[src/rtl/ttt_engine.sv]
// rtl/ttt_engine.sv - Tic-tac-toe engine: owns the board, validates user O moves, plays X, reports win/draw.
// Define TTT_AUTORESTART_EN to start a new game RESTART_CYCLES cycles after each game ends.
module ttt_engine #(
    parameter int FPGA_FIRST     = 0,
    parameter int RESTART_CYCLES = 16
) (
    input  logic        i_clk,
    input  logic        i_rst_n,
    input  logic [3:0]  i_move,
    input  logic        i_validmove_stb,
    output logic [17:0] o_board,
    output logic [1:0]  o_result,
    output logic        o_isdraw,
    output logic        o_result_stb,
    output logic        o_needinput
);

    typedef enum logic [3:0] {
        S_INIT,
        S_WAIT_USER,
        S_REJECT,
        S_CHECK_USER,
        S_FPGA_WIN,
        S_FPGA_BLOCK,
        S_FPGA_PICK,
        S_CHECK_FPGA,
        S_DONE
    } state_t;

    localparam logic [1:0] EMPTY  = 2'b00;
    localparam logic [1:0] MARK_O = 2'b01;
    localparam logic [1:0] MARK_X = 2'b10;

    // Each hex digit is a square number: rows, columns, diagonals
    localparam logic [11:0] LINES [8] = '{
        12'h123, 12'h456, 12'h789,
        12'h147, 12'h258, 12'h369,
        12'h159, 12'h357
    };
    localparam logic [3:0] PICK_ORDER [9] = '{
        4'd5, 4'd1, 4'd3, 4'd7, 4'd9, 4'd2, 4'd4, 4'd6, 4'd8
    };

    state_t      r_state;
    state_t      w_next_state;
    logic [17:0] r_board;
    logic [17:0] w_board_nxt;
    logic [3:0]  r_idx;
    logic [3:0]  w_idx_nxt;
    logic [1:0]  r_result;
    logic [1:0]  w_result_nxt;
    logic        r_isdraw;
    logic        w_isdraw_nxt;
    logic        r_result_stb;
    logic        w_result_stb_nxt;
    logic        r_needinput;
    logic        w_needinput_nxt;

    logic        w_move_legal;
    logic [3:0]  w_move_sq;
    logic        w_user_ok;
    logic        w_idx_empty;
    logic        w_win_hit;
    logic        w_block_hit;
    logic        w_o_line;
    logic        w_x_line;
    logic        w_full;
    logic [3:0]  w_pick_sq;
    logic        w_pick_found;
    logic        w_restart;

    // Square k (1..9) sits at bits [19-2k:18-2k]
    function automatic logic [1:0] sq(input logic [17:0] b, input logic [3:0] k);
        return b[5'(18 - 2 * k) +: 2];
    endfunction

    function automatic logic [17:0] put(input logic [17:0] b, input logic [3:0] k,
                                        input logic [1:0] m);
        logic [17:0] nb;
        nb = b;
        nb[5'(18 - 2 * k) +: 2] = m;
        return nb;
    endfunction

    function automatic logic has_line(input logic [17:0] b, input logic [1:0] m);
        logic hit;
        hit = 1'b0;
        for (int l = 0; l < 8; l++) begin
            if (sq(b, LINES[l][11:8]) == m && sq(b, LINES[l][7:4]) == m &&
                sq(b, LINES[l][3:0]) == m)
                hit = 1'b1;
        end
        return hit;
    endfunction

    function automatic logic is_full(input logic [17:0] b);
        logic full;
        full = 1'b1;
        for (int i = 0; i < 9; i++) begin
            if (b[5'(2 * i) +: 2] == EMPTY)
                full = 1'b0;
        end
        return full;
    endfunction

    // Out-of-range moves are redirected to square 1 so the board lookup stays in range
    assign w_move_legal = (i_move >= 4'd1) && (i_move <= 4'd9);
    assign w_move_sq    = w_move_legal ? i_move : 4'd1;
    assign w_user_ok    = w_move_legal && (sq(r_board, w_move_sq) == EMPTY);

    assign w_idx_empty  = (sq(r_board, r_idx) == EMPTY);
    assign w_win_hit    = w_idx_empty && has_line(put(r_board, r_idx, MARK_X), MARK_X);
    assign w_block_hit  = w_idx_empty && has_line(put(r_board, r_idx, MARK_O), MARK_O);
    assign w_o_line     = has_line(r_board, MARK_O);
    assign w_x_line     = has_line(r_board, MARK_X);
    assign w_full       = is_full(r_board);

    always_comb begin
        w_pick_sq    = 4'd5;
        w_pick_found = 1'b0;
        for (int i = 0; i < 9; i++) begin
            if (!w_pick_found && sq(r_board, PICK_ORDER[i]) == EMPTY) begin
                w_pick_sq    = PICK_ORDER[i];
                w_pick_found = 1'b1;
            end
        end
    end

`ifdef TTT_AUTORESTART_EN
    localparam int CNT_W = (RESTART_CYCLES > 1) ? $clog2(RESTART_CYCLES) : 1;

    logic [CNT_W-1:0] r_cnt;

    assign w_restart = (r_cnt == CNT_W'(RESTART_CYCLES - 1));

    always_ff @(posedge i_clk or negedge i_rst_n) begin
        if (!i_rst_n)
            r_cnt <= '0;
        else if (r_state == S_DONE && !w_restart)
            r_cnt <= r_cnt + 1'b1;
        else
            r_cnt <= '0;
    end
`else
    assign w_restart = 1'b0;
`endif

    always_ff @(posedge i_clk or negedge i_rst_n) begin
        if (!i_rst_n)
            r_state <= S_INIT;
        else
            r_state <= w_next_state;
    end

    always_comb begin
        w_next_state = r_state;
        case (r_state)
            S_INIT:       w_next_state = (FPGA_FIRST != 0) ? S_FPGA_WIN : S_WAIT_USER;
            S_WAIT_USER: begin
                if (i_validmove_stb)
                    w_next_state = w_user_ok ? S_CHECK_USER : S_REJECT;
            end
            S_REJECT:     w_next_state = S_WAIT_USER;
            S_CHECK_USER: w_next_state = (w_o_line || w_full) ? S_DONE : S_FPGA_WIN;
            S_FPGA_WIN: begin
                if (w_win_hit)
                    w_next_state = S_CHECK_FPGA;
                else if (r_idx == 4'd9)
                    w_next_state = S_FPGA_BLOCK;
            end
            S_FPGA_BLOCK: begin
                if (w_block_hit)
                    w_next_state = S_CHECK_FPGA;
                else if (r_idx == 4'd9)
                    w_next_state = S_FPGA_PICK;
            end
            S_FPGA_PICK:  w_next_state = S_CHECK_FPGA;
            S_CHECK_FPGA: w_next_state = (w_x_line || w_full) ? S_DONE : S_WAIT_USER;
            S_DONE: begin
                if (w_restart)
                    w_next_state = S_INIT;
            end
            default:      w_next_state = S_INIT;
        endcase
    end

    // Registered outputs: needinput follows the state being entered, so it drops on the strobe edge
    always_comb begin
        w_board_nxt      = r_board;
        w_idx_nxt        = r_idx;
        w_result_nxt     = r_result;
        w_isdraw_nxt     = r_isdraw;
        w_result_stb_nxt = 1'b0;
        w_needinput_nxt  = (w_next_state == S_WAIT_USER);
        case (r_state)
            S_INIT:       w_idx_nxt = 4'd1;
            S_WAIT_USER: begin
                if (i_validmove_stb && w_user_ok)
                    w_board_nxt = put(r_board, w_move_sq, MARK_O);
            end
            S_CHECK_USER: begin
                if (w_o_line) begin
                    w_result_nxt     = 2'd2;
                    w_result_stb_nxt = 1'b1;
                end else if (w_full) begin
                    w_isdraw_nxt     = 1'b1;
                    w_result_stb_nxt = 1'b1;
                end else begin
                    w_idx_nxt = 4'd1;
                end
            end
            S_FPGA_WIN, S_FPGA_BLOCK: begin
                if ((r_state == S_FPGA_WIN) ? w_win_hit : w_block_hit) begin
                    w_board_nxt = put(r_board, r_idx, MARK_X);
                    w_idx_nxt   = 4'd1;
                end else if (r_idx == 4'd9) begin
                    w_idx_nxt = 4'd1;
                end else begin
                    w_idx_nxt = r_idx + 4'd1;
                end
            end
            S_FPGA_PICK:  w_board_nxt = put(r_board, w_pick_sq, MARK_X);
            S_CHECK_FPGA: begin
                if (w_x_line) begin
                    w_result_nxt     = 2'd1;
                    w_result_stb_nxt = 1'b1;
                end else if (w_full) begin
                    w_isdraw_nxt     = 1'b1;
                    w_result_stb_nxt = 1'b1;
                end
            end
            S_DONE: begin
                if (w_restart) begin
                    w_board_nxt  = '0;
                    w_result_nxt = 2'd0;
                    w_isdraw_nxt = 1'b0;
                end
            end
            default: ;
        endcase
    end

    always_ff @(posedge i_clk or negedge i_rst_n) begin
        if (!i_rst_n) begin
            r_board      <= '0;
            r_idx        <= 4'd1;
            r_result     <= 2'd0;
            r_isdraw     <= 1'b0;
            r_result_stb <= 1'b0;
            r_needinput  <= 1'b0;
        end else begin
            r_board      <= w_board_nxt;
            r_idx        <= w_idx_nxt;
            r_result     <= w_result_nxt;
            r_isdraw     <= w_isdraw_nxt;
            r_result_stb <= w_result_stb_nxt;
            r_needinput  <= w_needinput_nxt;
        end
    end

    assign o_board      = r_board;
    assign o_result     = r_result;
    assign o_isdraw     = r_isdraw;
    assign o_result_stb = r_result_stb;
    assign o_needinput  = r_needinput;

endmodule

[config.mk]
export PLATFORM = sky130hd
export DESIGN_NAME = ttt_engine
export DESIGN_NICKNAME = d
export VERILOG_FILES = /design/src/rtl/ttt_engine.sv
export SDC_FILE = /design/constraint.sdc
export NUM_CORES = 1
export LEC_CHECK = 0
export ABC_AREA = 1
export CORE_MARGIN = 3
export CORE_UTILIZATION = 45
export DETAILED_ROUTE_END_ITERATION = 16
export GPL_ROUTABILITY_DRIVEN = 0
export HOLD_SLACK_MARGIN = 0.1
export SETUP_SLACK_MARGIN = 0.05
export SYNTH_ARGS = -nofsm -noshare
export SYNTH_HDL_FRONTEND = slang
export SYNTH_SLANG_ARGS = --single-unit
[constraint.sdc]
create_clock -name i_clk -period 3.45 [get_ports i_clk]
set_input_delay 0.69 -clock i_clk [delete_from_list [all_inputs] [get_ports i_clk]]
set_output_delay 0.69 -clock i_clk [all_outputs]
set_load 0.01 [all_outputs]
==> results of run 1 <==
worst max-delay path: stages:
cell and delay, ns:
clkdlybuf4s50_1 0.46, nor2_1 0.20, o21ai_1 0.13, nand2_2 0.14, nand2_2 0.08, ha_1 0.21, nand3b_1 0.20, nand3_1 0.13
o21ai_0 0.14, nor2_1 0.28, nand2_1 0.19, a31o_2 0.24, o21ai_2 0.12, nand2_1 0.06
flip-flops by register name, summed over array words and instances (netlist names):
signal        cells
o_board          18
r_idx             4
r_state           4
o_result          2
o_isdraw          1
o_needinput       1
o_result_stb      1
synth_stat cells (4+ instances only):
library cell / instances / share of area
nand3_2: 6 / 0.017
inv_1: 88 / 0.093
nand3_1: 63 / 0.089
a21oi_1: 27 / 0.038
dfrtp_1: 30 / 0.21
inv_2: 4 / 0.0042
o21ai_2: 11 / 0.027
nand2_1: 209 / 0.22
a31oi_1: 5 / 0.0088
o21ai_0: 19 / 0.027
ha_1: 19 / 0.067
nor2_1: 67 / 0.071
nand2_2: 13 / 0.023
nor3_1: 9 / 0.013
cells in the final DEF (no fill, tap or decap), drive strengths merged, types with 2 or more instances in the layout:
cell	count
nand2	223
inv	93
nor2	70
nand3	70
o21ai	32
dfrtp	30
clkdlybuf4s50	29
a21oi	27
ha	19
nor3	9
clkbuf	6
a31oi	5
buf	5
nand4	3
o21bai	3
o22ai	3
a31o	3
xnor2	2
clkinv	2
stage by stage:
step / std cells / hold WS [ns] / power [mW]
after floorplan: 610 / 0.394 / 0.421
after global placement: 735 / 0.464 / 0.453
after detailed placement: 735 / 0.468 / 0.454
after CTS: 742 / 0.493 / 0.756
after global routing: 742 / 0.506 / 0.787
final: 742 / 0.492 / 0.750
layout make-up:
class,count,area [um^2]
repair buffers,34,328
flip-flops and latches,31,777
well taps,99,124
inverters,94,358
clock buffers,6,82.6
clock inverters,1,5.00
fillers,802,3410
multi-input cells,477,2360
report_power, final:
| part | switching, mW | internal (mW) | leakage (nW) |
|---|---|---|---|
| Sequential | 0 | 0.363 | 0.383 |
| Clock | 0.144 | 0.156 | 0.0470 |
| Combinational | 0.0575 | 0.0290 | 1.64 |
| Total | 0.201 | 0.549 | 2.07 |
repair_timing:
| item | in CTS | in global routing |
|---|---|---|
| hold buffers | 0 | 0 |
| resized for setup | 0 | 2 |
| endpoints found under the setup margin | 0 | 7 |
how the worst max path moves through the flow:
stage | from | end | slack, ns | cells past startpoint
after floorplan | i_move[1] | o_board[2]$_DFFE_PN0P_ | 0.85 | 15
after global placement | i_move[1] | o_board[2]$_DFFE_PN0P_ | 0.09 | 19
after detailed placement | i_move[1] | o_board[13]$_DFFE_PN0P_ | 0.05 | 17
after CTS | i_move[1] | o_board[10]$_DFFE_PN0P_ | 0.34 | 19
after global routing | o_board[8]$_DFFE_PN0P_ | o_board[15]$_DFFE_PN0P_ | 0.06 | 21
final | i_move[1] | o_board[9]$_DFFE_PN0P_ | 0.36 | 14
cell families (layout without fill, tap and decap cells):
| group | Yosys count | in the layout | synth area share |
|---|---|---|---|
| mux | 1 | 1 | 0.00282 |
| xor+xnor | 3 | 3 | 0.00739 |
| simple gates | 378 | 378 | 0.457 |
| compound gates | 76 | 76 | 0.129 |
| buf+inv | 102 | 135 | 0.119 |
| flops | 31 | 31 | 0.219 |
| fa+ha+maj | 19 | 19 | 0.0669 |
layer usage:
layer  GRT usage  vias up
met1       0.355     1866
met4      0.0625        0
met3      0.0438       11
met5           0        -
li1            -     1988
met2       0.410      113
==> flow_summary.toml, run 1 <==
[route]
wire_per_inst_um = 14.6
drt-met1-wl_mm = 5.13
drc = 0
dr.pass1.iters = 5
wl_met2_mm = 4.94
drtIter0Drc = 225
highest_layer = "met4"
ant_nets = 0
totalWireLength_mm = 10.9
met3WireLength_um = 663
viasPerCell = 5.36
vias = 3978

[timing]
fin_crit_ns = 3.09
finalSetupViolCount = 0
final_hold_viol_count = 0
max_freq_mhz = 324
relSlewSlack = 0.626
tns_ns = 0
tightestPinTransition_ns = 0.557
drv_slew = 0
period_share = 0.895
rsz0062_at_grt = "no"
skew_ns = 0.00987
setup_ws_ns = 0.363

[logic_synthesis]
syn-instance-count = 610
synth_fp_nets = 636
synth-edff-count = 0
ys_seq_area_frac = 0.219
netlist_area_um2 = 3560
synth.avg_cell_area_um2 = 5.83
synth-seq-cells = 31
yosysWarningCount = 0
synthArstFlopShare = 1.00
ys_types = 39
synth-main-ff-cell = "dfrtp_1"

[clock_network]
cts_buffers = 5
clock_latency_ns = 0.29
clkSinkCount = 31
cts_htree_levels = 2
cts_tree = "yes"
post_cts.repair.setup_buffers = 0
root_buffer = "clkbuf_8"
clk_pin_slew_ns = 0.07
cts_buffer_depth = 2

[floorplanning]
row_count = 31
dieArea_um2 = 9010
start_util = 0.477
die_w_um = 94.9
ios = 30
core_um2 = 7450
die_h_um = 94.9

[worst_setup_path]
reg2reg_from = "o_board[8]$_DFFE_PN0P_"
timing.rr.end = "o_board[4]$_DFFE_PN0P_"
critPathMaxFanout = 6
worstPathArrival_ns = 3.27
rr_worst_depth = 19
critical_path_required_ns = 3.63
start_kind = "input pin"
critPathKind = "input pin to flip-flop"
r2r_slack_ns = 0.38
end_kind = "flip-flop"

[run]
maxCapViolations = 0

[grt]
grt_overflow = 0
grt_max_degree = 32
grt_pass1_wl_mm = 18.1
antenna_found_initial = 0
grt_pass1_vias = 3736
grt_use_total = 0.255

[layout]
synthToLayoutAreaGrowth_pct = 13.5
fin_nets = 669
final_util = 0.542
final_cell_area_um2 = 4040
drive_gt1_frac = 0.0902
diodes = 0

[status]
status = "finished clean"

[power_and_ir_drop]
p_leak_nw = 2.07
power_density_nw_per_um2 = 186
ir_worst_vdd_mv = 0.146

[placement]
place_ws_ns = 0.0457
dp_hpwl_mm = 8.58
placed_area_um2 = 3940
port_buffers = 29

[worst_hold_path]
holdPathEnd = "o_isdraw$_DFFE_PN0P_"
hp-class = "flip-flop to flip-flop"
hold_start = "o_isdraw$_DFFE_PN0P_"
holdPathStages = 1
Note: power is estimated with default switching activity, not from simulation.
==> run 2: changes to the inputs <==
Settings changed: CAP_MARGIN set to 20, GPL_TIMING_DRIVEN set to 0.
==> run 2 against run 1 <==
Against the previous run:
- sequential cell count unchanged
- hold slack got worse by 0.034 ns
- critical endpoint is now o_board[0]$_DFFE_PN0P_
- via count increased by 0.13%
- global-route usage decreased by 1.3 points
- clock skew decreased by 0.0030 ns
- non-clock buffer count increased by 4
- sequential power about the same
- largest power group is now the clock network
==> flow_summary.toml, run 2 (same netlist as run 1, synthesis figures left out) <==
[clock_network]
cts_buffer_depth = 2
clock_latency_ns = 0.29
cts_buffers = 5
cts_htree_levels = 2
clkSinkCount = 31
root_buffer = "clkbuf_8"
clk_pin_slew_ns = 0.07
cts_tree = "yes"
ctsHoldBuffers = 0

[grt]
grt_pass1_vias = 3570
grt_overflow = 0
grt_use_total = 0.243
grt_max_degree = 32
grt_pass1_wl_mm = 17.1
antenna_found_initial = 0

[floorplanning]
dieArea_um2 = 9010
row_count = 31
die_w_um = 94.9
core_um2 = 7450
die_h_um = 94.9
start_util = 0.477
ios = 30

[timing]
fin_crit_ns = 3.11
drv_slew = 0
tightestPinTransition_ns = 0.726
period_share = 0.902
rsz0062_at_grt = "no"
skew_ns = 0.00685
max_freq_mhz = 321
finalSetupViolCount = 0
tns_ns = 0
final_hold_viol_count = 0
relSlewSlack = 0.516
setup_ws_ns = 0.337

[worst_setup_path]
worstSetupStartpoint = "i_move[1]"
worstPathArrival_ns = 3.33
start_kind = "input pin"
critPathMaxFanout = 10
end_kind = "flip-flop"
critPathKind = "input pin to flip-flop"
r2r_slack_ns = 0.37
reg2reg_from = "o_board[0]$_DFFE_PN0P_"
rr_worst_depth = 19
timing.rr.end = "o_board[11]$_DFFE_PN0P_"
critical_path_required_ns = 3.67
critPathCapture = "o_board[0]$_DFFE_PN0P_"

[route]
vias = 3983
viasPerCell = 5.33
wire_per_inst_um = 14.2
dr.pass1.iters = 5
drtIter0Drc = 371
drc = 0
totalWireLength_mm = 10.6
ant_nets = 0

[placement]
place_ws_ns = -0.126
dp_hpwl_mm = 8.59
port_buffers = 29
post-place-cells = 738

[layout]
nFillCells = 757
final_cell_mix = "nand2_1 (209), inv_1 (88), nor2_1 (63), nand3_1 (63), dfrtp_1 (30)"
multi_input_area_um2 = 2380
fin_cells = 747
drive_gt1_frac = 0.102
synthToLayoutAreaGrowth_pct = 15.7
final_common_cell = "nand2_1"
fin_nets = 673
diodes = 0
regArea_um2 = 777
largest_reg_flops = 18

[status]
status = "finished clean"

[power_and_ir_drop]
seq_power_share = 0.436
clkPwrFrac = 0.460
totalPowerFinal_mw = 0.833
p_leak_nw = 2.11
intPower_mw = 0.625
p_sw_mw = 0.208
ir_worst_vdd_mv = 0.136
p_comb_frac = 0.104
power_density_nw_per_um2 = 203
swShare = 0.249

[run]
maxCapViolations = 0

[worst_hold_path]
hp-class = "input pin to async pin"
## run 2: cell count changes in the layout (fill, tap and decap cells not counted), sizes merged
cell and delta:
buf +2, bufinv +1, clkbuf +3, clkdlybuf4s50 -1
## run 2: worst min path at each step
stage | start | end | slack, ns | cells past startpoint
detailed placement | o_isdraw$_DFFE_PN0P_ | o_isdraw$_DFFE_PN0P_ | 0.47 | 1
floorplan | i_rst_n | o_board[0]$_DFFE_PN0P_ | 0.39 | 0
CTS | i_rst_n | o_board[5]$_DFFE_PN0P_ | 0.48 | 1
global route | i_rst_n | r_state[3]$_DFF_PN0_ | 0.51 | 1
finish | i_rst_n | r_state[3]$_DFF_PN0_ | 0.46 | 1
global placement | o_isdraw$_DFFE_PN0P_ | o_isdraw$_DFFE_PN0P_ | 0.46 | 1
## run 2: power groups by stage
| stage | clock network (mW) | logic, mW | registers [mW] |
|---|---|---|---|
| 2_1_floorplan | 0 | 0.0504 | 0.370 |
| 3_3_place_gp | 0 | 0.0796 | 0.370 |
| 3_5_place_dp | 0 | 0.0805 | 0.370 |
| 4_1_cts | 0.388 | 0.0810 | 0.363 |
| 5_1_grt | 0.407 | 0.0963 | 0.363 |
| 6_report | 0.383 | 0.0869 | 0.363 |
## run 2: repair_timing
action,CTS,global route
gates resized for setup,0,7
setup buffers,0,1
setup endpoints to repair,0,18
## run 2: metal layers
metal,track usage,vias to the layer above,share of wire
met5,0,-,0
met4,0.0661,0,0.023
met3,0.0271,25,0.061
met2,0.391,144,0.44
met1,0.343,1809,0.48
li1,-,2005,-
## run 2: critical path, cell delays in order
cell and delay (ns):
clkdlybuf4s50_1 0.57, nor2_2 0.08, o21ai_1 0.13, nand2_2 0.11, nand2_4 0.12, ha_1 0.17, nand3b_1 0.15, nand3_1 0.09
nand2_1 0.07, nand3_1 0.06, nand2_1 0.07, nand2_1 0.05, nand3_1 0.07, nand2_1 0.11, mux2i_2 0.22, nand3_4 0.15
inv_4 0.15, buf_12 0.16, nand2_2 0.05, o21ai_2 0.05
## run 2: final cells by class
type,instances,area share
multi-input combinational,477,0.579
sequential,31,0.189
inverter,94,0.0864
timing repair buffer,30,0.0712
tap,99,0.0301
clock buffer,6,0.0201
buffer,8,0.0161
clock inverter,2,0.00852
## run 2: stage by stage
step / instance area (um^2) / hold slack, ns / utilization
final: 4110 / 0.457 / 0.552
after global routing: 4110 / 0.506 / 0.552
after CTS: 4080 / 0.478 / 0.548
after detailed placement: 3970 / 0.467 / 0.532
after global placement: 3970 / 0.465 / 0.533
after floorplan: 3560 / 0.394 / -
